**src/rtl/logic_op_arbiter_pkg.sv**
```systemverilog
// ----------------------------------------------------------------------------
// logic_op_arbiter_pkg : shared widths and rotate-priority helper
// Rev 1.0
// ----------------------------------------------------------------------------
`default_nettype none

package logic_op_arbiter_pkg;

  localparam int ADDRS_WIDTH_DEF = 4;
  localparam int DATA_WIDTH_DEF  = 64;
  localparam int NREQ_MAX        = 8;
  localparam int PTR_W           = $clog2(NREQ_MAX);

  typedef logic [NREQ_MAX-1:0] req_vec_t;
  typedef logic [PTR_W-1:0]    ptr_t;

  // First set bit of elig at or after ptr, wrapping modulo n.
  function automatic req_vec_t rotate_priority(input req_vec_t elig,
                                               input ptr_t     ptr,
                                               input int       n);
    req_vec_t gnt;
    logic     found;
    int       idx;
    gnt   = '0;
    found = 1'b0;
    for (int k = 0; k < NREQ_MAX; k++) begin
      idx = (int'(ptr) + k) % n;
      if ((k < n) && !found && elig[ptr_t'(idx)]) begin
        gnt[ptr_t'(idx)] = 1'b1;
        found            = 1'b1;
      end
    end
    return gnt;
  endfunction

endpackage

`default_nettype wire

```
**src/rtl/logic_op_arbiter_rr_pick.sv**
```systemverilog
// ----------------------------------------------------------------------------
// logic_op_arbiter_rr_pick : combinational round-robin picker, one-hot + index
// Rev 1.0
// ----------------------------------------------------------------------------
`default_nettype none

module logic_op_arbiter_rr_pick
  import logic_op_arbiter_pkg::*;
#(
  parameter int NREQ = 4
) (
  input  logic [NREQ-1:0] elig_i,
  input  ptr_t            ptr_i,
  output logic [NREQ-1:0] gnt_o,
  output ptr_t            idx_o
);

  req_vec_t elig_ext;
  req_vec_t gnt_ext;

  always_comb begin
    elig_ext             = '0;
    elig_ext[NREQ-1:0]   = elig_i;
  end

  assign gnt_ext = rotate_priority(elig_ext, ptr_i, NREQ);
  assign gnt_o   = gnt_ext[NREQ-1:0];

  always_comb begin
    idx_o = '0;
    for (int i = 0; i < NREQ_MAX; i++) begin
      if (gnt_ext[i]) idx_o = ptr_t'(i);
    end
  end

endmodule

`default_nettype wire

```
**src/rtl/logic_op_arbiter.sv**
```systemverilog
// ----------------------------------------------------------------------------
// logic_op_arbiter : round-robin issue arbiter and result-slot scoreboard
// Rev 1.0
// ----------------------------------------------------------------------------
`default_nettype none

module logic_op_arbiter
  import logic_op_arbiter_pkg::*;
#(
  parameter int NREQ        = 4,
  parameter int ADDRS_WIDTH = ADDRS_WIDTH_DEF,
  parameter int DATA_WIDTH  = DATA_WIDTH_DEF
) (
  input  logic                        CLK,
  input  logic                        RESET,
  input  logic [NREQ-1:0]             req,
  input  logic [NREQ*ADDRS_WIDTH-1:0] req_addrs,
  input  logic [NREQ*DATA_WIDTH-1:0]  req_oprndA,
  input  logic [NREQ*DATA_WIDTH-1:0]  req_oprndB,
  output logic [NREQ-1:0]             gnt,
  input  logic                        op_ready,
  output logic                        wren,
  output logic [ADDRS_WIDTH-1:0]      wraddrs,
  output logic [DATA_WIDTH-1:0]       oprndA,
  output logic [DATA_WIDTH-1:0]       oprndB,
  input  logic                        rel,
  input  logic [ADDRS_WIDTH-1:0]      rel_addrs,
  output logic [2**ADDRS_WIDTH-1:0]   slot_valid,
  output logic [15:0]                 issued_cnt
);

  localparam int NSLOT = 2**ADDRS_WIDTH;

  logic [NREQ-1:0]        elig;
  logic [NREQ-1:0]        pick_gnt;
  ptr_t                   pick_idx;
  logic                   any_gnt;

  ptr_t                   rr_ptr_q, rr_ptr_d;
  logic                   wren_q, wren_d;
  logic [ADDRS_WIDTH-1:0] wraddrs_q, wraddrs_d;
  logic [DATA_WIDTH-1:0]  oprndA_q, oprndA_d;
  logic [DATA_WIDTH-1:0]  oprndB_q, oprndB_d;
  logic [NSLOT-1:0]       slot_valid_q, slot_valid_d;
  logic [15:0]            cnt_q, cnt_d;

  logic [ADDRS_WIDTH-1:0] sel_addrs;
  logic [DATA_WIDTH-1:0]  sel_a;
  logic [DATA_WIDTH-1:0]  sel_b;

  // The in-flight write is not yet visible in slot_valid, so it is matched directly.
  generate
    for (genvar i = 0; i < NREQ; i++) begin : g_elig
      logic [ADDRS_WIDTH-1:0] addr;
      assign addr    = req_addrs[i*ADDRS_WIDTH +: ADDRS_WIDTH];
      assign elig[i] = req[i] && !slot_valid_q[addr] && !(wren_q && (addr == wraddrs_q));
    end
  endgenerate

  logic_op_arbiter_rr_pick #(
    .NREQ (NREQ)
  ) u_rr_pick (
    .elig_i (elig),
    .ptr_i  (rr_ptr_q),
    .gnt_o  (pick_gnt),
    .idx_o  (pick_idx)
  );

  assign gnt     = (op_ready && !RESET) ? pick_gnt : '0;
  assign any_gnt = |gnt;

  always_comb begin
    sel_addrs = '0;
    sel_a     = '0;
    sel_b     = '0;
    for (int i = 0; i < NREQ; i++) begin
      if (gnt[i]) begin
        sel_addrs = req_addrs[i*ADDRS_WIDTH +: ADDRS_WIDTH];
        sel_a     = req_oprndA[i*DATA_WIDTH +: DATA_WIDTH];
        sel_b     = req_oprndB[i*DATA_WIDTH +: DATA_WIDTH];
      end
    end
  end

  always_comb begin
    rr_ptr_d  = rr_ptr_q;
    wren_d    = any_gnt;
    wraddrs_d = wraddrs_q;
    oprndA_d  = oprndA_q;
    oprndB_d  = oprndB_q;
    if (any_gnt) begin
      rr_ptr_d  = (int'(pick_idx) == NREQ-1) ? '0 : pick_idx + 1'b1;
      wraddrs_d = sel_addrs;
      oprndA_d  = sel_a;
      oprndB_d  = sel_b;
    end
  end

  // Set is applied after clear so a same-edge write to a released slot survives.
  always_comb begin
    slot_valid_d = slot_valid_q;
    if (rel)    slot_valid_d[rel_addrs] = 1'b0;
    if (wren_q) slot_valid_d[wraddrs_q] = 1'b1;
    cnt_d = wren_q ? cnt_q + 16'd1 : cnt_q;
  end

  always_ff @(posedge CLK or posedge RESET) begin
    if (RESET) begin
      rr_ptr_q     <= '0;
      wren_q       <= 1'b0;
      wraddrs_q    <= '0;
      oprndA_q     <= '0;
      oprndB_q     <= '0;
      slot_valid_q <= '0;
      cnt_q        <= '0;
    end else begin
      rr_ptr_q     <= rr_ptr_d;
      wren_q       <= wren_d;
      wraddrs_q    <= wraddrs_d;
      oprndA_q     <= oprndA_d;
      oprndB_q     <= oprndB_d;
      slot_valid_q <= slot_valid_d;
      cnt_q        <= cnt_d;
    end
  end

  assign wren       = wren_q;
  assign wraddrs    = wraddrs_q;
  assign oprndA     = oprndA_q;
  assign oprndB     = oprndB_q;
  assign slot_valid = slot_valid_q;
  assign issued_cnt = cnt_q;

endmodule

`default_nettype wire

```
**config.mk**
```make
export PLATFORM = sky130hd
export DESIGN_NAME = logic_op_arbiter
export DESIGN_NICKNAME = d
export VERILOG_FILES = /design/src/rtl/logic_op_arbiter_pkg.sv /design/src/rtl/logic_op_arbiter_rr_pick.sv /design/src/rtl/logic_op_arbiter.sv
export SDC_FILE = /design/constraint.sdc
export NUM_CORES = 1
export LEC_CHECK = 0
export BUFFER_PORTS_ARGS = -buffer_cell sky130_fd_sc_hd__buf_2
export CAP_MARGIN = 20
export CORE_AREA = 2 2 278 280
export DETAILED_ROUTE_END_ITERATION = 6
export DIE_AREA = 0 0 280 282
export PLACE_DENSITY = 0.38
export SYNTH_ARGS = -nofsm -noshare
export SYNTH_HDL_FRONTEND = slang
export SYNTH_SLANG_ARGS = --single-unit
```
**constraint.sdc**
```tcl
create_clock -name CLK -period 7.1 [get_ports CLK]
set_clock_uncertainty 0.15 [all_clocks]
set_input_delay 0.355 -clock CLK [delete_from_list [all_inputs] [get_ports CLK]]
set_output_delay 0.355 -clock CLK [all_outputs]
set_load 0.01 [all_outputs]
```
# [Word level (Yosys, flattened, before mapping)]
# Cells that the tools add are included.
[totals] reg_bits=167 in_bits=540 out_inout_bits=169 word_cells=138
[op_classes] n_addsub=5 magnitude_cmp=16 eq_ne=5 mux=58 bitwise=9 reduce_logical=38
[op_table] cell="2-to-1 mux 64 bit" n=8
[op_table] cell="2-to-1 mux 16 bit" n=2
[op_table] cell="< comparator 4 x 5 -> 1 bit, second input constant" n=6
[op_table] cell="2-to-1 mux 4 bit" n=6
[op_table] cell="2-to-1 mux 8 bit" n=3
[op_table] cell="logical AND 1 bit" n=22
[op_table] cell="2-to-1 mux 1 bit" n=18
[op_table] cell="2-to-1 mux 3 bit" n=6
[op_table] cell="adder 16 x 1 -> 16 bit, second input constant" n=1
[op_table] cell="AND 16 bit" n=1
[op_table] cell="binary-select mux 1 bit (select 4 bit)" n=4
[op_table] cell="== test 4 bit" n=4
[op_table] cell="inverter 16 bit" n=1
[op_table] cell="OR 16 bit" n=1
[op_table] cell="OR 8 bit" n=2
[op_table] cell="zero test 1 bit" n=12
[op_table] cell="< comparator 3 x 4 -> 1 bit, second input constant" n=3
[op_table] cell="binary-select mux 1 bit (select 3 bit)" n=3
[op_table] cell="demux 1 bit (select 3 bit)" n=3
[op_table] cell=">= comparator 3 x 1 -> 1 bit, second input constant" n=3
[op_table] cell="demux 1 bit (select 4 bit)" n=2
[op_table] cell=">= comparator 4 x 1 -> 1 bit, second input constant" n=2
[op_table] cell="OR 4 x 8 -> 8 bit" n=1
[op_table] cell="OR reduction 2 bit" n=3
[op_table] cell="other kinds (10)" n=14

# [Longest topological paths before layout]
# Gate-level depths: netlist of run 1.
[depth] word_depth=26 ltp_mapped=15 mapped_depth_nobuf=12

# [Hierarchy]
# Synthesis of run 1 repeated with hierarchy kept, for this count alone.
[unflattened] hier_cells=884 area_unflattened_um2=9605.5
[modules_own_cells] mod="logic_op_arbiter" instances=1 cells_per_inst=840 area_per_inst_um2=9213.8 seq_area_each_um2=4204.0
[modules_own_cells] mod="logic_op_arbiter_rr_pick" instances=1 cells_per_inst=44 area_per_inst_um2=391.6 seq_area_each_um2=0.0

# [Least setup slack after synthesis of run 1]
# OpenSTA, ideal clock, no wires.
[synth_path] kind="input to register" from="input port RESET" to="register oprndB_q[15] (netlist: oprndB[15])" setup_time_ps=77 arrival_time_ps=6223 t_required_ps=6873 setup_slack_ps=649 stages=8 n_path_buf=2 cell_sequence="inv_1 -> nand2_1 -> o32ai_4 -> clkbuf_1 -> buf_1 -> a32o_1 -> o21ai_0 -> a21oi_1"
[synth_between] elab_chain_cells=7 elab_cells_between_ends=8 cone_classes="mux: 5; reduce/logical: 3"
[synth_lines] item="start: declaration" line_no="logic_op_arbiter.sv:15" text="input logic RESET,"
[synth_lines] item="zero test 1 bit (no line) (*)"
[synth_lines] item="logical AND 1 bit (*)" line_no="logic_op_arbiter.sv:69" text="assign gnt = (op_ready && !RESET) ? pick_gnt : '0;"
[synth_lines] item="2-to-1 mux 4 bit (*)" line_no="logic_op_arbiter.sv:69"
[synth_lines] item="2-to-1 mux 64 bit (4 in a row)" line_no="logic_op_arbiter.sv:77" text="if (gnt[i]) begin"
[synth_lines] item="end signal: assignment" line_no="logic_op_arbiter.sv:121" text="oprndB_q <= oprndB_d;"
[synth_lines] item="end: declaration" line_no="logic_op_arbiter.sv:43" text="logic [DATA_WIDTH-1:0] oprndB_q, oprndB_d;"
# Mark *: on every way between the ends. The rest lies on a longest branch, timed or not.
# A chain may end at the register's enable or synchronous reset.

# [Worst setup path in the final report of run 1]
[layout_path] from="register wraddrs_q[2] (netlist: wraddrs[2])" to="output port gnt[1]"
[layout_between] elab_chain_cells=17 elab_cells_between_ends=41 cone_classes="eq/ne: 4; mux: 16; bitwise: 3; reduce/logical: 18"
[layout_lines] item="start: declaration" line_no="logic_op_arbiter.sv:41" text="logic [ADDRS_WIDTH-1:0] wraddrs_q, wraddrs_d;"
[layout_lines] item="start signal: assignment" line_no="logic_op_arbiter.sv:119" text="wraddrs_q <= wraddrs_d;"
[layout_lines] item="== test 4 bit" line_no="logic_op_arbiter.sv:56" text="assign elig[i] = req[i] && !slot_valid_q[addr] && !(wren_q && (addr == wraddrs_q));"
[layout_lines] item="logical AND 1 bit" line_no="logic_op_arbiter.sv:56"
[layout_lines] item="zero test 1 bit" line_no="logic_op_arbiter.sv:56"
[layout_lines] item="logical AND 1 bit" line_no="logic_op_arbiter.sv:56"
[layout_lines] item="binary-select mux 1 bit (select 2 bit)" line_no="logic_op_arbiter_pkg.sv:28" text="if ((k < n) && !found && elig[ptr_t'(idx)]) begin"
[layout_lines] item="2-to-1 mux 1 bit (not written as such)" line_no="logic_op_arbiter_pkg.sv:28"
[layout_lines] item="2-to-1 mux 1 bit" line_no="logic_op_arbiter_pkg.sv:28"
[layout_lines] item="zero test 1 bit" line_no="logic_op_arbiter_pkg.sv:28"
[layout_lines] item="logical AND 1 bit" line_no="logic_op_arbiter_pkg.sv:28"
[layout_lines] item="2-to-1 mux 1 bit" line_no="logic_op_arbiter_pkg.sv:28"
[layout_lines] item="zero test 1 bit" line_no="logic_op_arbiter_pkg.sv:28"
[layout_lines] item="logical AND 1 bit" line_no="logic_op_arbiter_pkg.sv:28"
[layout_lines] item="2-to-1 mux 1 bit" line_no="logic_op_arbiter_pkg.sv:28"
[layout_lines] item="zero test 1 bit" line_no="logic_op_arbiter_pkg.sv:28"
[layout_lines] item="logical AND 1 bit" line_no="logic_op_arbiter_pkg.sv:28"
[layout_lines] item="2-to-1 mux 8 bit (*)" line_no="logic_op_arbiter_pkg.sv:28"
[layout_lines] item="2-to-1 mux 4 bit (*)" line_no="logic_op_arbiter.sv:69"
[layout_lines] item="end: declaration" line_no="logic_op_arbiter.sv:20" text="output logic [NREQ-1:0] gnt,"
# Mark *: on every way between the ends. The rest lies on a longest branch, timed or not. The select of a mux whose other input is x is not followed.

==> results of run 1 <==
cell usage after synthesis (4+ instances only):
library cell / n / area (um^2)
sky130_fd_sc_hd__a21oi_1: 397 / 1990
sky130_fd_sc_hd__buf_2: 74 / 370
sky130_fd_sc_hd__nand3_1: 21 / 105
sky130_fd_sc_hd__nand2_1: 21 / 78.8
sky130_fd_sc_hd__mux2_2: 4 / 45.0
sky130_fd_sc_hd__o22ai_1: 4 / 25.0
sky130_fd_sc_hd__buf_4: 7 / 52.6
sky130_fd_sc_hd__a221o_1: 4 / 40.0
sky130_fd_sc_hd__xor2_1: 17 / 149
sky130_fd_sc_hd__o31ai_1: 4 / 30.0
sky130_fd_sc_hd__ha_1: 8 / 100
sky130_fd_sc_hd__a32o_1: 129 / 1290
sky130_fd_sc_hd__o21ai_0: 160 / 801
sky130_fd_sc_hd__mux4_2: 11 / 248
sky130_fd_sc_hd__mux2i_1: 13 / 130
sky130_fd_sc_hd__a211oi_1: 4 / 30.0
sky130_fd_sc_hd__dfrtp_1: 167 / 4180
sky130_fd_sc_hd__clkbuf_1: 56 / 210
sky130_fd_sc_hd__inv_1: 141 / 529
sky130_fd_sc_hd__o41ai_1: 4 / 35.0
sky130_fd_sc_hd__xnor2_1: 14 / 123
sky130_fd_sc_hd__nor2_1: 148 / 556
sky130_fd_sc_hd__buf_1: 11 / 41.3
sky130_fd_sc_hd__nor3_1: 9 / 45.0
sky130_fd_sc_hd__nand2b_1: 9 / 56.3
sky130_fd_sc_hd__nor2b_1: 5 / 31.3
per-layer routing:
| layer | track usage, % | wire (um) | vias up |
|---|---|---|---|
| met3 | 4.64 | 4470 | 104 |
| li1 | - | - | 6755 |
| met5 | 0 | 178 | - |
| met4 | 5.25 | 1590 | 28 |
| met2 | 26.8 | 31600 | 605 |
| met1 | 17.0 | 24300 | 6922 |
stage by stage:
stage	total power [W]	std cells
after floorplan	0.00450	1489
after global placement	0.00616	3042
after detailed placement	0.00619	3042
after CTS	0.00727	3170
after global routing	0.00778	3176
final	0.00713	3176
final cells by class:
type	instances	area, um^2	share of cell area, %
inverter	142	546	3.10
multi-input combinational	1031	6350	36.1
timing repair buffer	820	4710	26.8
antenna	6	15.0	0.0853
sequential	167	4180	23.7
clock buffer	18	439	2.49
tap	978	1220	6.95
clock inverter	14	144	0.817
path summary, 6_finish.rpt:
path	slack, ns	cells after the start	from	to
max in group asynchronous	5.17	4	RESET	oprndB[43]
setup reg to reg	2.06	13	slot_valid[6]	oprndA[17]
hold / removal	0.05	3	req_oprndA[247]	oprndA[55]
setup / recovery	1.86	10	wraddrs[2]	gnt[1]
min in group asynchronous	0.30	3	RESET	oprndA[30]
hold reg to reg	0.34	1	issued_cnt[8]	issued_cnt[8]
power by group through the flow:
stage               sequential (W)  combinational (W)  clock [W]
floorplan                  0.00195            0.00255          0
finish                     0.00186            0.00429   0.000985
CTS                        0.00186            0.00438    0.00104
global placement           0.00187            0.00429          0
detailed placement         0.00187            0.00432          0
global route               0.00193            0.00478    0.00107
worst max-delay path, stage by stage, from the launching register on:
cell,delay (ns)
sky130_fd_sc_hd__dfrtp_1,0.53
sky130_fd_sc_hd__xor2_1,0.23
sky130_fd_sc_hd__o41ai_1,0.60
sky130_fd_sc_hd__nor3_1,0.27
sky130_fd_sc_hd__mux4_2,0.64
sky130_fd_sc_hd__nor4_4,0.35
sky130_fd_sc_hd__a32oi_1,0.18
sky130_fd_sc_hd__a21oi_4,0.26
sky130_fd_sc_hd__buf_12,0.44
sky130_fd_sc_hd__buf_4,0.41
sky130_fd_sc_hd__buf_2,0.19
registers in the layout (all words and copies together), names as in the netlist:
signal	cells
slot_valid	16
wraddrs	4
oprndA	64
oprndB	64
wren	1
rr_ptr_q	2
issued_cnt	16
logic make-up after synthesis:
family          share of synthesized area, %
buf+inv                                 10.4
compound gates                          38.0
fa+ha+maj                              0.854
flops                                   35.7
mux                                     3.90
simple gates                            8.87
xor+xnor                                2.32
timing repair:
item | CTS | global route
endpoints found under the hold margin | 147 | 0
gates resized for setup | 0 | 0
hold buffers | 96 | 0
placed cells by master, fill, tap and decap left out, types with 4 or more instances in the layout:
master                          count
sky130_fd_sc_hd__buf_2            708
sky130_fd_sc_hd__a21oi_1          397
sky130_fd_sc_hd__dfrtp_1          167
sky130_fd_sc_hd__o21ai_0          160
sky130_fd_sc_hd__nor2_1           148
sky130_fd_sc_hd__inv_1            140
sky130_fd_sc_hd__a32o_1           129
sky130_fd_sc_hd__dlygate4sd3_1     96
sky130_fd_sc_hd__nand2_1           21
sky130_fd_sc_hd__nand3_1           21
sky130_fd_sc_hd__xor2_1            17
sky130_fd_sc_hd__clkbuf_16         17
sky130_fd_sc_hd__xnor2_1           14
sky130_fd_sc_hd__mux2i_1           13
sky130_fd_sc_hd__mux4_2            11
sky130_fd_sc_hd__nand2b_1           9
sky130_fd_sc_hd__nor3_1             9
sky130_fd_sc_hd__buf_4              9
sky130_fd_sc_hd__ha_1               8
sky130_fd_sc_hd__buf_12             7
sky130_fd_sc_hd__diode_2            6
sky130_fd_sc_hd__nor2b_1            5
sky130_fd_sc_hd__o41ai_1            4
sky130_fd_sc_hd__mux2_2             4
sky130_fd_sc_hd__o22ai_1            4
sky130_fd_sc_hd__a211oi_1           4
sky130_fd_sc_hd__inv_6              4
sky130_fd_sc_hd__a221o_1            4
sky130_fd_sc_hd__o31ai_1            4
==> summary.txt, run 1 <==
Cells and area
  – Total number of nets in the final design: 2727
  – Post-route cell area: about 0.018 mm^2
  – Number of fill cells: around 8500
  – Share of layout cells above drive strength 1: 35.8%
  – Share of the core filled with cells: a little under a quarter
  – Layout Area Growth over Synthesis: 50.2%

Power
  – P_sw: about 0.0036 W
  – Peak ir drop on the vdd network: 0.000556 V
  – Clock group share of total power: between 10% and 20%
  – Total power divided by cell area: about 400 mW/mm^2
  – Pint: between 0.003 and 0.004 W
  – Combinational group share of total power: about three fifths
  – Switching power as a share of total power: 50.2%
  – Portion of total power attributed to sequential cells: a little over a quarter
  – LEAKAGE: just over 8 nW

Timing
  – Worst Slack Setup Final: around 1.9 ns
  – Maximum frequency from static timing analysis: 191 MHz
  – Final count of hold timing violations: 0
  – RSZ-0062 raised after global routing: no
  – Final clock period utilization by the worst path: between 70% and 80%
  – Actual transition at the worst max-transition pin: between 1 and 1.5 ns
  – Minimum clock period: between 5 and 6 ns
  – Final hold slack: between 0.04 and 0.05 ns
  – Final setup viols: 0
  – Final TNS setup: 0 ns
  – Number of pins exceeding their max-slew limit in the final report: 0
  – Max-slew headroom at the worst pin: a little under a third

CTS
  – CTS Buffer Depth: 2
  – Clock-pin slew reported for the worst setup and hold paths after clock tree synthesis: about 0.070 ns
  – Buffer count from post-CTS setup fixing: 0
  – Root Driver: sky130_fd_sc_hd__clkbuf_16
  – Number of clock sinks seen by CTS: 167
  – Clock Latency Late Sink: between 0.4 and 0.5 ns
  – Number of buffers inserted during clock tree synthesis: 17
  – TritonCTS clock tree: built
  – Max H-tree Level: 4

Synth
  – Number of enable flip-flop cells after synthesis: 0
  – Portion of the post-synthesis area used by sequential elements: 35.7%
  – Net Count, Synth: 2037
  – Post-synthesis cell area: approximately 0.012 mm^2
  – Share of synthesized flip-flops with an asynchronous set or reset: 100%
  – Most used flip-flop cell after synthesis: sky130_fd_sc_hd__dfrtp_1
  – YS warnings: 0
  – Unique cell type count in the Yosys netlist: 53
  – Flip-flop and latch count after synthesis: between 150 and 200
  – Number of instances in the synthesized netlist: approximately 1500
  – Post-synthesis average cell area: 7.87 um^2

Placed design
  – Number of buffers inserted by port buffering: slightly above 700
  – Post-place setup slack: between 1.5 and 2 ns
  – Weighted congestion reported at the end of routability-driven placement: around 0.88
  – Total half-perimeter wirelength after legalization and detailed placement: ~46 mm
  – Instance area at placement: ~0.016 mm^2

Drt
  – Vias post-DR: 14400
  – Drt pass-1 iters: 6
  – Number of remaining DRC errors: 0
  – Routed len/inst: between 15 and 20 um
  – ANT nets after route: 0
  – Per-cell via count in the routed design: 4.54
  – Starting DRT DRC Count: between 700 and 800
  – Wirelength, routed: between 60 and 70 mm

Worst setup path
  – Category of the most critical setup path: flip-flop to primary output
  – Top fanout value on the critical path: approximately 110
  – Data arrival time of the critical path: ~4.7 ns
  – Startpoint types: flip-flop
  – Required time reported for the critical path endpoint: approximately 6.6 ns
  – Capturing element type of the critical path: primary output

Floorplanning
  – Effective utilization at floorplan: between 10% and 20%
  – Top-level I/O count: between 700 and 800
  – Full die area: around 0.08 mm^2
  – Vertical die dimension: 282 um
  – Core Footprint: around 0.076 mm^2
  – Total number of placement rows: roughly 100
  – Die boundary width: between 200 and 300 um

Run
  – Max-Cap Viols: 0

Global routing
  – Wire length of the first global-routing pass: ~90 mm
  – Global route overflow: 0
  – Antenna violations before repair: 21
  – All-layer global routing usage: 15.1%
  – Vias in the first global route: around 14000
  – Maximum number of pins on one net before global-route repair: approximately 140

Min path
  – Tightest Hold Check Type: primary input to flip-flop

Status
  – Outcome: finished clean
(Power assumes the default switching activity.)
==> run 2: changes to the inputs <==
--- a/config.mk
+++ b/config.mk
@@ -5,12 +5,13 @@
 export SDC_FILE = /design/constraint.sdc
 export NUM_CORES = 1
 export LEC_CHECK = 0
+export ABC_AREA = 1
 export BUFFER_PORTS_ARGS = -buffer_cell sky130_fd_sc_hd__buf_2
 export CAP_MARGIN = 20
-export CORE_AREA = 2 2 278 280
+export CORE_AREA = 2 2 273 275
 export DETAILED_ROUTE_END_ITERATION = 6
-export DIE_AREA = 0 0 280 282
-export PLACE_DENSITY = 0.38
+export DIE_AREA = 0 0 275 277
+export PLACE_DENSITY = 0.44
 export SYNTH_ARGS = -nofsm -noshare
 export SYNTH_HDL_FRONTEND = slang
 export SYNTH_SLANG_ARGS = --single-unit
==> constraint.sdc (replaced) <==
create_clock -name CLK -period 4.55 [get_ports CLK]
set_clock_uncertainty 0.15 [all_clocks]
set_input_delay 0.2275 -clock CLK [delete_from_list [all_inputs] [get_ports CLK]]
set_output_delay 0.2275 -clock CLK [all_outputs]
set_load 0.01 [all_outputs]
==> run 2 against run 1 <==
Against the previous run:
- global-route usage up 2.1 points
- worst hold slack worse by 0.016 ns
- critical path type is now flip-flop to flip-flop
- highest routed layer unchanged
- non-clock buffer count up 153
- utilization up 6.6 points
==> summary.txt, run 2 <==
Floorplanning
  – Die boundary width: 275 um (-1.8%)
  – Top-level I/O count: 709 (unchanged)
  – Total number of placement rows: 100 (-0.99%)
  – Effective utilization at floorplan: 19.7% (+4.2 points)
  – Core Footprint: 0.0736 mm^2 (-2.8%)
  – Vertical die dimension: 277 um (-1.8%)
  – Full die area: 0.0762 mm^2 (-3.5%)

Placed design
  – Placed cell count: 4109 (+35%)
  – Number of buffers inserted by port buffering: 708 (unchanged)
  – Total half-perimeter wirelength after legalization and detailed placement: 48.7 mm (+6.1%)
  – Weighted congestion reported at the end of routability-driven placement: 0.885 (+0.79%)

Min path
  – Tightest Hold Check Type: primary input to flip-flop
  – Endpoint of the worst hold path: oprndB[18]
  – Number of stages on the worst hold path: 7 (+4)
  – Hold path startpoint: req_oprndB[146]

Worst setup path
  – Startpoint types: flip-flop
  – CP max stage delay: 0.57 ns (-0.07 ns)
  – Data arrival time of the critical path: 4.30 ns (-0.43 ns)
  – Standard cell with the maximum stage delay on the critical path: sky130_fd_sc_hd__dfrtp_1
  – Top fanout value on the critical path: 124 (+12%)
  – Critical register-to-register path startpoint: wraddrs[0]
  – Buf/Inv on CP: 3 (unchanged)
  – Required time reported for the critical path endpoint: 4.78 ns (-1.81 ns)
  – Category of cells accounting for the largest share of critical-path delay: simple AND/OR/NAND/NOR gates
  – Most common cell type on the critical path: sky130_fd_sc_hd__nand2_1
  – Cells traversed along the worst timing path: inv_2 -> nand2_1 -> o211ai_1 -> nor2_1 -> nor2_1 -> nand3_1 -> nand2_1 -> nand3_1 -> nand2_1 -> nor2_1 -> nand3_1 -> nand3_2 -> nand2_8 -> buf_12 -> or2_2 -> nand2_1 -> dlygate4sd3_1 -> nand2_1
  – Destination of the worst register-to-register timing path: oprndB[37]
  – Category of the most critical setup path: flip-flop to flip-flop
  – Depth of the worst register-to-register path: 18 (+5)
  – Worst R2R Setup Slack: 0.48 ns (-1.58 ns)
  – Capturing element type of the critical path: flip-flop

Power
  – Peak ir drop on the vdd network: 0.000542 V (-2.6%)
  – LEAKAGE: 12.7 nW (+55%)
  – Total power divided by cell area: 590 mW/mm^2 (+46%)

Synth
  – Portion of the post-synthesis area used by sequential elements: 28.9% (-6.8 points)
  – Net Count, Synth: 3112 (+53%)
  – Number of instances in the synthesized netlist: 2564 (+72%)
  – Share of synthesized flip-flops with an asynchronous set or reset: 100% (unchanged)
  – Number of enable flip-flop cells after synthesis: 0 (unchanged)
  – Post-synthesis cell area: 0.0145 mm^2 (+24%)
  – Largest cells by area after synthesis: sky130_fd_sc_hd__nand2_1, sky130_fd_sc_hd__dfrtp_1, sky130_fd_sc_hd__nand3_1, sky130_fd_sc_hd__inv_1, sky130_fd_sc_hd__nor2_1
  – Commonest cells post-synth: sky130_fd_sc_hd__nand2_1, sky130_fd_sc_hd__nand3_1, sky130_fd_sc_hd__inv_1, sky130_fd_sc_hd__dfrtp_1, sky130_fd_sc_hd__nor2_1
  – Top-area cell type share of the netlist area: 31.2% (-4.5 points)
  – Post-synthesis average cell area: 5.65 um^2 (-28%)
  – YS warnings: 0 (unchanged)
  – Most used flip-flop cell after synthesis: sky130_fd_sc_hd__dfrtp_1
  – Most frequent cell after synthesis: sky130_fd_sc_hd__nand2_1
  – Flip-flop and latch count after synthesis: 167 (unchanged)
  – Unique cell type count in the Yosys netlist: 34 (-36%)
  – Library cell with the largest summed area after synthesis: sky130_fd_sc_hd__nand2_1

Drt
  – Per-cell via count in the routed design: 4.19 (-7.7%)
  – Number of remaining DRC errors: 0 (unchanged)
  – Routed len/inst: 15.4 um (-21%)
  – Drt pass-1 iters: 5 (-1)
  – ANT nets after route: 0 (unchanged)
  – Wirelength, routed: 67.5 mm (+8.6%)
  – Vias post-DR: 18400 (+28%)
  – Starting DRT DRC Count: 871 (+9.3%)

Timing
  – Final TNS setup: 0 ns (unchanged)
  – Actual transition at the worst max-transition pin: 0.894 ns (-0.131 ns)
  – Maximum frequency from static timing analysis: ~250 MHz
  – Max-slew headroom at the worst pin: 40.4% (+8.7 points)
  – Final count of hold timing violations: 0 (unchanged)
  – RSZ-0062 raised after global routing: no
  – Minimum clock period: 4.07 ns
  – Number of pins exceeding their max-slew limit in the final report: 0 (unchanged)
  – Final clock period utilization by the worst path: between 80% and 90%
  – Final setup viols: 0 (unchanged)

Global routing
  – Most Used Layer, Global Route: met2
  – Met2 capacity usage during global routing: 29.7% (+2.9 points)
  – All-layer global routing usage: 17.2% (+2.1 points)
  – Vias in the first global route: 18000 (+25%)
  – Wire length of the first global-routing pass: 102 mm (+13%)
  – GR met1 Demand/Resource: 20.6% (+3.6 points)
  – Antenna violations before repair: 11 (-48%)
  – Met3 capacity usage during global routing: 3.97% (-0.67 points)
  – Global route overflow: 0 (unchanged)
  – Maximum number of pins on one net before global-route repair: 164 (+19%)

Cells and area
  – Share of the core filled with cells: 29.8% (+6.6 points)
  – Commonest non-fill, non-tap cell in the layout: sky130_fd_sc_hd__nand2_1
  – Total number of nets in the final design: 3953 (+45%)
  – Final cell count without fillers: 4392 (+38%)
  – Layout Area Growth over Synthesis: 51.5%
  – Share of layout cells above drive strength 1: 25.0% (-11 points)
  – Number of fill cells: 8529 (-0.082%)
  – Top library cells by usage in the layout, fill and taps aside: sky130_fd_sc_hd__nand2_1, sky130_fd_sc_hd__buf_2, sky130_fd_sc_hd__nand3_1

CTS
  – CTS Buffer Depth: 2 (unchanged)
  – Number of clock sinks seen by CTS: 167 (unchanged)
  – TritonCTS clock tree: built
  – Clock-pin slew reported for the worst setup and hold paths after clock tree synthesis: 0.07 ns (about the same)
  – Max H-tree Level: 4 (unchanged)
  – Root Driver: sky130_fd_sc_hd__clkbuf_16
  – Clock Latency Late Sink: 0.47 ns (about the same)
  – Number of buffers inserted during clock tree synthesis: 17 (unchanged)

Run
  – Max-Cap Viols: 0 (unchanged)

Status
  – Outcome: finished clean
## run 2: worst reg2reg max path, delay by kind of cell, from the launching register on
kind	cells	cell delay [ns]
simple gates	14	2.18
buf+inv	3	1.01
flops	1	0.57
compound gates	1	0.09
## run 2: layout make-up
cell class,count,area (um^2),area share [%]
clock buffers,20,467,2.13
well taps,969,1210,5.52
multi-input cells,1919,8320,37.9
flip-flops and latches,167,4180,19.0
diodes,6,15.0,0.0684
inverters,327,1240,5.66
repair buffers,973,6320,28.8
clock inverters,11,188,0.855
## run 2: layer usage
layer	vias to the layer above	wire, um
met2	565	32600
met5	-	50
met3	100	4240
met1	8330	28700
met4	8	1920
li1	9389	-
## run 2: timing repair
action | 4_1_cts | 5_1_grt
hold buffers | 245 | 0
endpoints found under the setup margin | 0 | 41
endpoints found under the hold margin | 153 | 0
setup buffers | 0 | 0
resized for setup | 0 | 2
## run 2: through the flow
step                hold WS, ns  setup WS (ns)  total power, W  instance area (um^2)
floorplan                 0.238           1.88         0.00774                 14500
global placement          0.142          0.852          0.0104                 18800
detailed placement        0.139          0.822          0.0104                 18800
CTS                    0.000298          0.322          0.0131                 21900
global route             0.0500          0.118          0.0143                 21900
finish                   0.0335          0.479          0.0130                 21900
## run 2: cell families (layout without fill, tap and decap cells)
kind of cell    count (synthesis)  after routing  share of synthesized area [%]
compound gates                 41             41                           1.65
xor+xnor                       15             15                          0.907
fa+ha+maj                       8              8                          0.691
buf+inv                       478           1331                           14.0
flops                         167            167                           28.9
other cells                     0              6                              0
simple gates                 1855           1855                           53.9
## run 2: worst max-delay path by stage
stage	startpoint	to	slack (ns)	cells after the start
4_1_cts	wren	oprndB[4]	0.32	21
2_1_floorplan	wraddrs[1]	oprndA[28]	1.88	20
3_3_place_gp	wren	wraddrs[0]	0.85	18
3_5_place_dp	wren	oprndB[62]	0.82	18
6_report	wraddrs[0]	oprndB[37]	0.48	18
5_1_grt	wraddrs[1]	gnt[2]	0.12	17
## run 2: power by group
group	total [W]	switching, W	internal [W]
combinational	0.00852	0.00531	0.00321
clock	0.00170	0.000729	0.000975
sequential	0.00273	0.000493	0.00223
==> run 3: changes to the inputs <==
--- a/config.mk
+++ b/config.mk
@@ -8,10 +8,11 @@
 export ABC_AREA = 1
 export BUFFER_PORTS_ARGS = -buffer_cell sky130_fd_sc_hd__buf_2
 export CAP_MARGIN = 20
-export CORE_AREA = 2 2 273 275
+export CORE_AREA = 2 2 278 280
+export CTS_BUF_LIST = sky130_fd_sc_hd__clkbuf_8
 export DETAILED_ROUTE_END_ITERATION = 6
-export DIE_AREA = 0 0 275 277
-export PLACE_DENSITY = 0.44
+export DIE_AREA = 0 0 280 282
+export PLACE_DENSITY = 0.43
 export SYNTH_ARGS = -nofsm -noshare
 export SYNTH_HDL_FRONTEND = slang
 export SYNTH_SLANG_ARGS = --single-unit
==> run 3 against run 2 <==
Against the previous run:
- fmax is 2.5% lower
- register-to-register slack worse by 0.11 ns
- clock power is 19% lower
- power is 1.5% lower
- global-route usage is 0.055 points higher
- worst setup slack worse by 0.11 ns
- critical path type unchanged
==> summary.txt, run 3 (synthesis results as in run 2) <==
Power
  – P_sw: 0.00656 W (+0.47%)
  – Combinational group share of total power: 68.2% (+2.4 points)
  – Switching power as a share of total power: 51.4% (+1.0 points)
  – Pint: 0.00620 W (-3.5%)
  – Total power divided by cell area: 578 mW/mm^2 (-2.0%)
  – LEAKAGE: 12.7 nW (about the same)
  – Post-layout total power: 0.0128 W (-1.5%)
  – Clock group share of total power: 10.7% (-2.5 points)
  – Portion of total power attributed to sequential cells: 21.1% (about the same)
  – Peak ir drop on the vdd network: 0.000532 V (-1.8%)

Drt
  – Drt pass-1 iters: 5 (unchanged)
  – Number of remaining DRC errors: 0 (unchanged)
  – Wirelength, routed: 70.7 mm (+4.8%)
  – Starting DRT DRC Count: 933 (+7.1%)
  – Routed len/inst: 15.9 um (+3.7%)
  – ANT nets after route: 0 (unchanged)
  – Vias post-DR: 18700 (+1.7%)
  – Per-cell via count in the routed design: 4.22 (+0.74%)

CTS
  – Root Driver: sky130_fd_sc_hd__clkbuf_8
  – TritonCTS clock tree: built
  – CTS Buffer Depth: 2 (unchanged)
  – Number of buffers inserted during clock tree synthesis: 17 (unchanged)
  – Max H-tree Level: 4 (unchanged)
  – Clock-pin slew reported for the worst setup and hold paths after clock tree synthesis: 0.10 ns (+0.03 ns)
  – Clock Latency Late Sink: 0.55 ns (+0.08 ns)
  – Number of clock sinks seen by CTS: 167 (unchanged)

Timing
  – Final count of hold timing violations: 0 (unchanged)
  – Final setup viols: 0 (unchanged)
  – Number of pins exceeding their max-slew limit in the final report: 0 (unchanged)
  – Maximum frequency from static timing analysis: 239 MHz (-2.5%)
  – Actual transition at the worst max-transition pin: 0.971 ns (+0.0777 ns)
  – Minimum clock period: 4.18 ns (+0.106 ns)
  – Final clock period utilization by the worst path: 91.8% (+2.3 points)
  – Final TNS setup: 0 ns (unchanged)
  – RSZ-0062 raised after global routing: no
  – Max-slew headroom at the worst pin: 35.2% (-5.2 points)

Worst setup path
  – Critical register-to-register path startpoint: wraddrs[1]
  – Depth of the worst register-to-register path: 21 (+3)
  – Launching instance or port of the critical path: wraddrs[1]
  – Destination of the worst register-to-register timing path: oprndB[19]
  – Category of the most critical setup path: flip-flop to flip-flop
  – Capturing element type of the critical path: flip-flop
  – Top fanout value on the critical path: 133 (+7.3%)
  – Startpoint types: flip-flop
  – Most common cell type on the critical path: sky130_fd_sc_hd__nand2_1
  – CP max stage delay: 0.57 ns (about the same)
  – Cells traversed along the worst timing path: inv_4 -> nand2_1 -> nand2_1 -> nand3_1 -> nor2_1 -> nor2_1 -> nand3_1 -> nand2_1 -> nand3_1 -> nand2_1 -> nor2_2 -> nand3_1 -> nand3_4 -> buf_12 -> nand3_1 -> nand2_1 -> inv_1 -> nand2_1 -> nand2_1 -> dlygate4sd3_1 -> nand2_1
  – Standard cell with the maximum stage delay on the critical path: sky130_fd_sc_hd__dfrtp_1
  – Category of cells accounting for the largest share of critical-path delay: simple AND/OR/NAND/NOR gates
  – Buf/Inv on CP: 4 (+1)
  – Data arrival time of the critical path: 4.52 ns (+0.22 ns)
  – Worst R2R Setup Slack: 0.37 ns (-0.11 ns)
  – Required time reported for the critical path endpoint: 4.90 ns (+0.12 ns)

Cells and area
  – Post-route cell area: 0.0221 mm^2 (+0.58%)
  – Total number of nets in the final design: 3987 (+0.86%)
  – Share of layout cells above drive strength 1: 24.8% (-0.17 points)
  – Commonest non-fill, non-tap cell in the layout: sky130_fd_sc_hd__nand2_1
  – Layout Area Growth over Synthesis: 52.4%
  – Final cell count without fillers: 4436 (+1.0%)
  – Top library cells by usage in the layout, fill and taps aside: sky130_fd_sc_hd__nand2_1, sky130_fd_sc_hd__buf_2, sky130_fd_sc_hd__nand3_1

Global routing
  – All-layer global routing usage: 17.2% (+0.055 points)
  – Antenna violations before repair: 10 (-1)
  – Wire length of the first global-routing pass: 105 mm (+3.3%)
  – Maximum number of pins on one net before global-route repair: 134 (-18%)
  – Global route overflow: 0 (unchanged)
  – Vias in the first global route: 18000 (+0.18%)

Floorplanning
  – Top-level I/O count: 709 (unchanged)
  – Core Footprint: 0.0757 mm^2 (+2.9%)
  – Die boundary width: 280 um (+1.8%)
  – Total number of placement rows: 101 (+1.0%)
  – Effective utilization at floorplan: 19.1% (-0.55 points)
  – Vertical die dimension: 282 um (+1.8%)
  – Full die area: 0.0790 mm^2 (+3.7%)

Placed design
  – Instance area at placement: 0.0188 mm^2 (+0.26%)
  – Number of buffers inserted by port buffering: 708 (unchanged)
  – Weighted congestion reported at the end of routability-driven placement: 0.881 (-0.50%)
  – Total half-perimeter wirelength after legalization and detailed placement: 51.6 mm (+5.9%)
  – Placed cell count: 4123 (+0.34%)

Status
  – Outcome: finished clean

Run
  – Max-Cap Viols: 0 (unchanged)

Min path
  – Number of stages on the worst hold path: 5 (-2)
  – Endpoint of the worst hold path: wren
  – Tightest Hold Check Type: primary input to flip-flop
  – Hold path startpoint: op_ready
==> run 3: changes by cell type in the layout (fill, tap and decap cells not counted), sizes merged <==
cell,previous run,this run
buf,727,732
clkinv,3,5
clkbuf,21,17
bufinv,4,5
inv,329,330
dlygate4sd3,245,275
==> run 3: power groups by stage <==
stage	Combinational, W	Clock (W)	Sequential [W]
final	0.00871	0.00137	0.00269
after global routing	0.00975	0.00149	0.00278
after CTS	0.00887	0.00145	0.00268
after detailed placement	0.00779	0	0.00269
after global placement	0.00780	0	0.00270
after floorplan	0.00479	0	0.00295
==> run 3: worst max-delay path by stage <==
stage            endpoint  cells past startpoint
2_1_floorplan  oprndA[28]                     20
3_3_place_gp   oprndB[53]                     21
3_5_place_dp   oprndB[53]                     21
4_1_cts        oprndB[62]                     22
5_1_grt        oprndA[21]                     23
6_report       oprndB[19]                     21
==> run 3: through the flow <==
step           utilization (%)  hold WS, ns  worst slack, ns
3_5_place_dp              24.9       0.0242            0.794
3_3_place_gp              24.9       0.0253            0.861
6_report                  29.2        0.105            0.373
4_1_cts                   29.1       0.0429            0.212
2_1_floorplan                -        0.238             1.88
5_1_grt                   29.2        0.105           0.0372
==> run 3: worst register-to-register path, delay by kind of cell, from the launching register on <==
kind,cells,cell delay (ns)
and+or+nand+nor,17,2.17
buffers and inverters,4,1.23
DFF,1,0.57
==> run 3: final cells by class <==
| cell class | instances | area [um^2] |
|---|---|---|
| fill | 8812 | 53600 |
| multi-input combinational | 1919 | 8320 |
| timing repair buffer | 1007 | 6630 |
| sequential | 167 | 4180 |
| inverter | 327 | 1240 |
| tap | 978 | 1220 |
| clock buffer | 17 | 234 |
| clock inverter | 15 | 225 |
| antenna | 6 | 15.0 |
==> run 3: routing by layer <==
metal	up-vias	wire length (um)	global-route usage (%)
met5	-	52	0
met3	67	4560	3.92
met2	610	35100	30.3
met4	8	1520	5.64
met1	8585	29500	20.6
li1	9443	-	-
==> run 3: repair_timing <==
item | in CTS | in global routing
endpoints found under the hold margin | 315 | 0
endpoints found under the setup margin | 0 | 56
setup buffers | 0 | 0
gates resized for setup | 0 | 3
hold buffers | 275 | 0
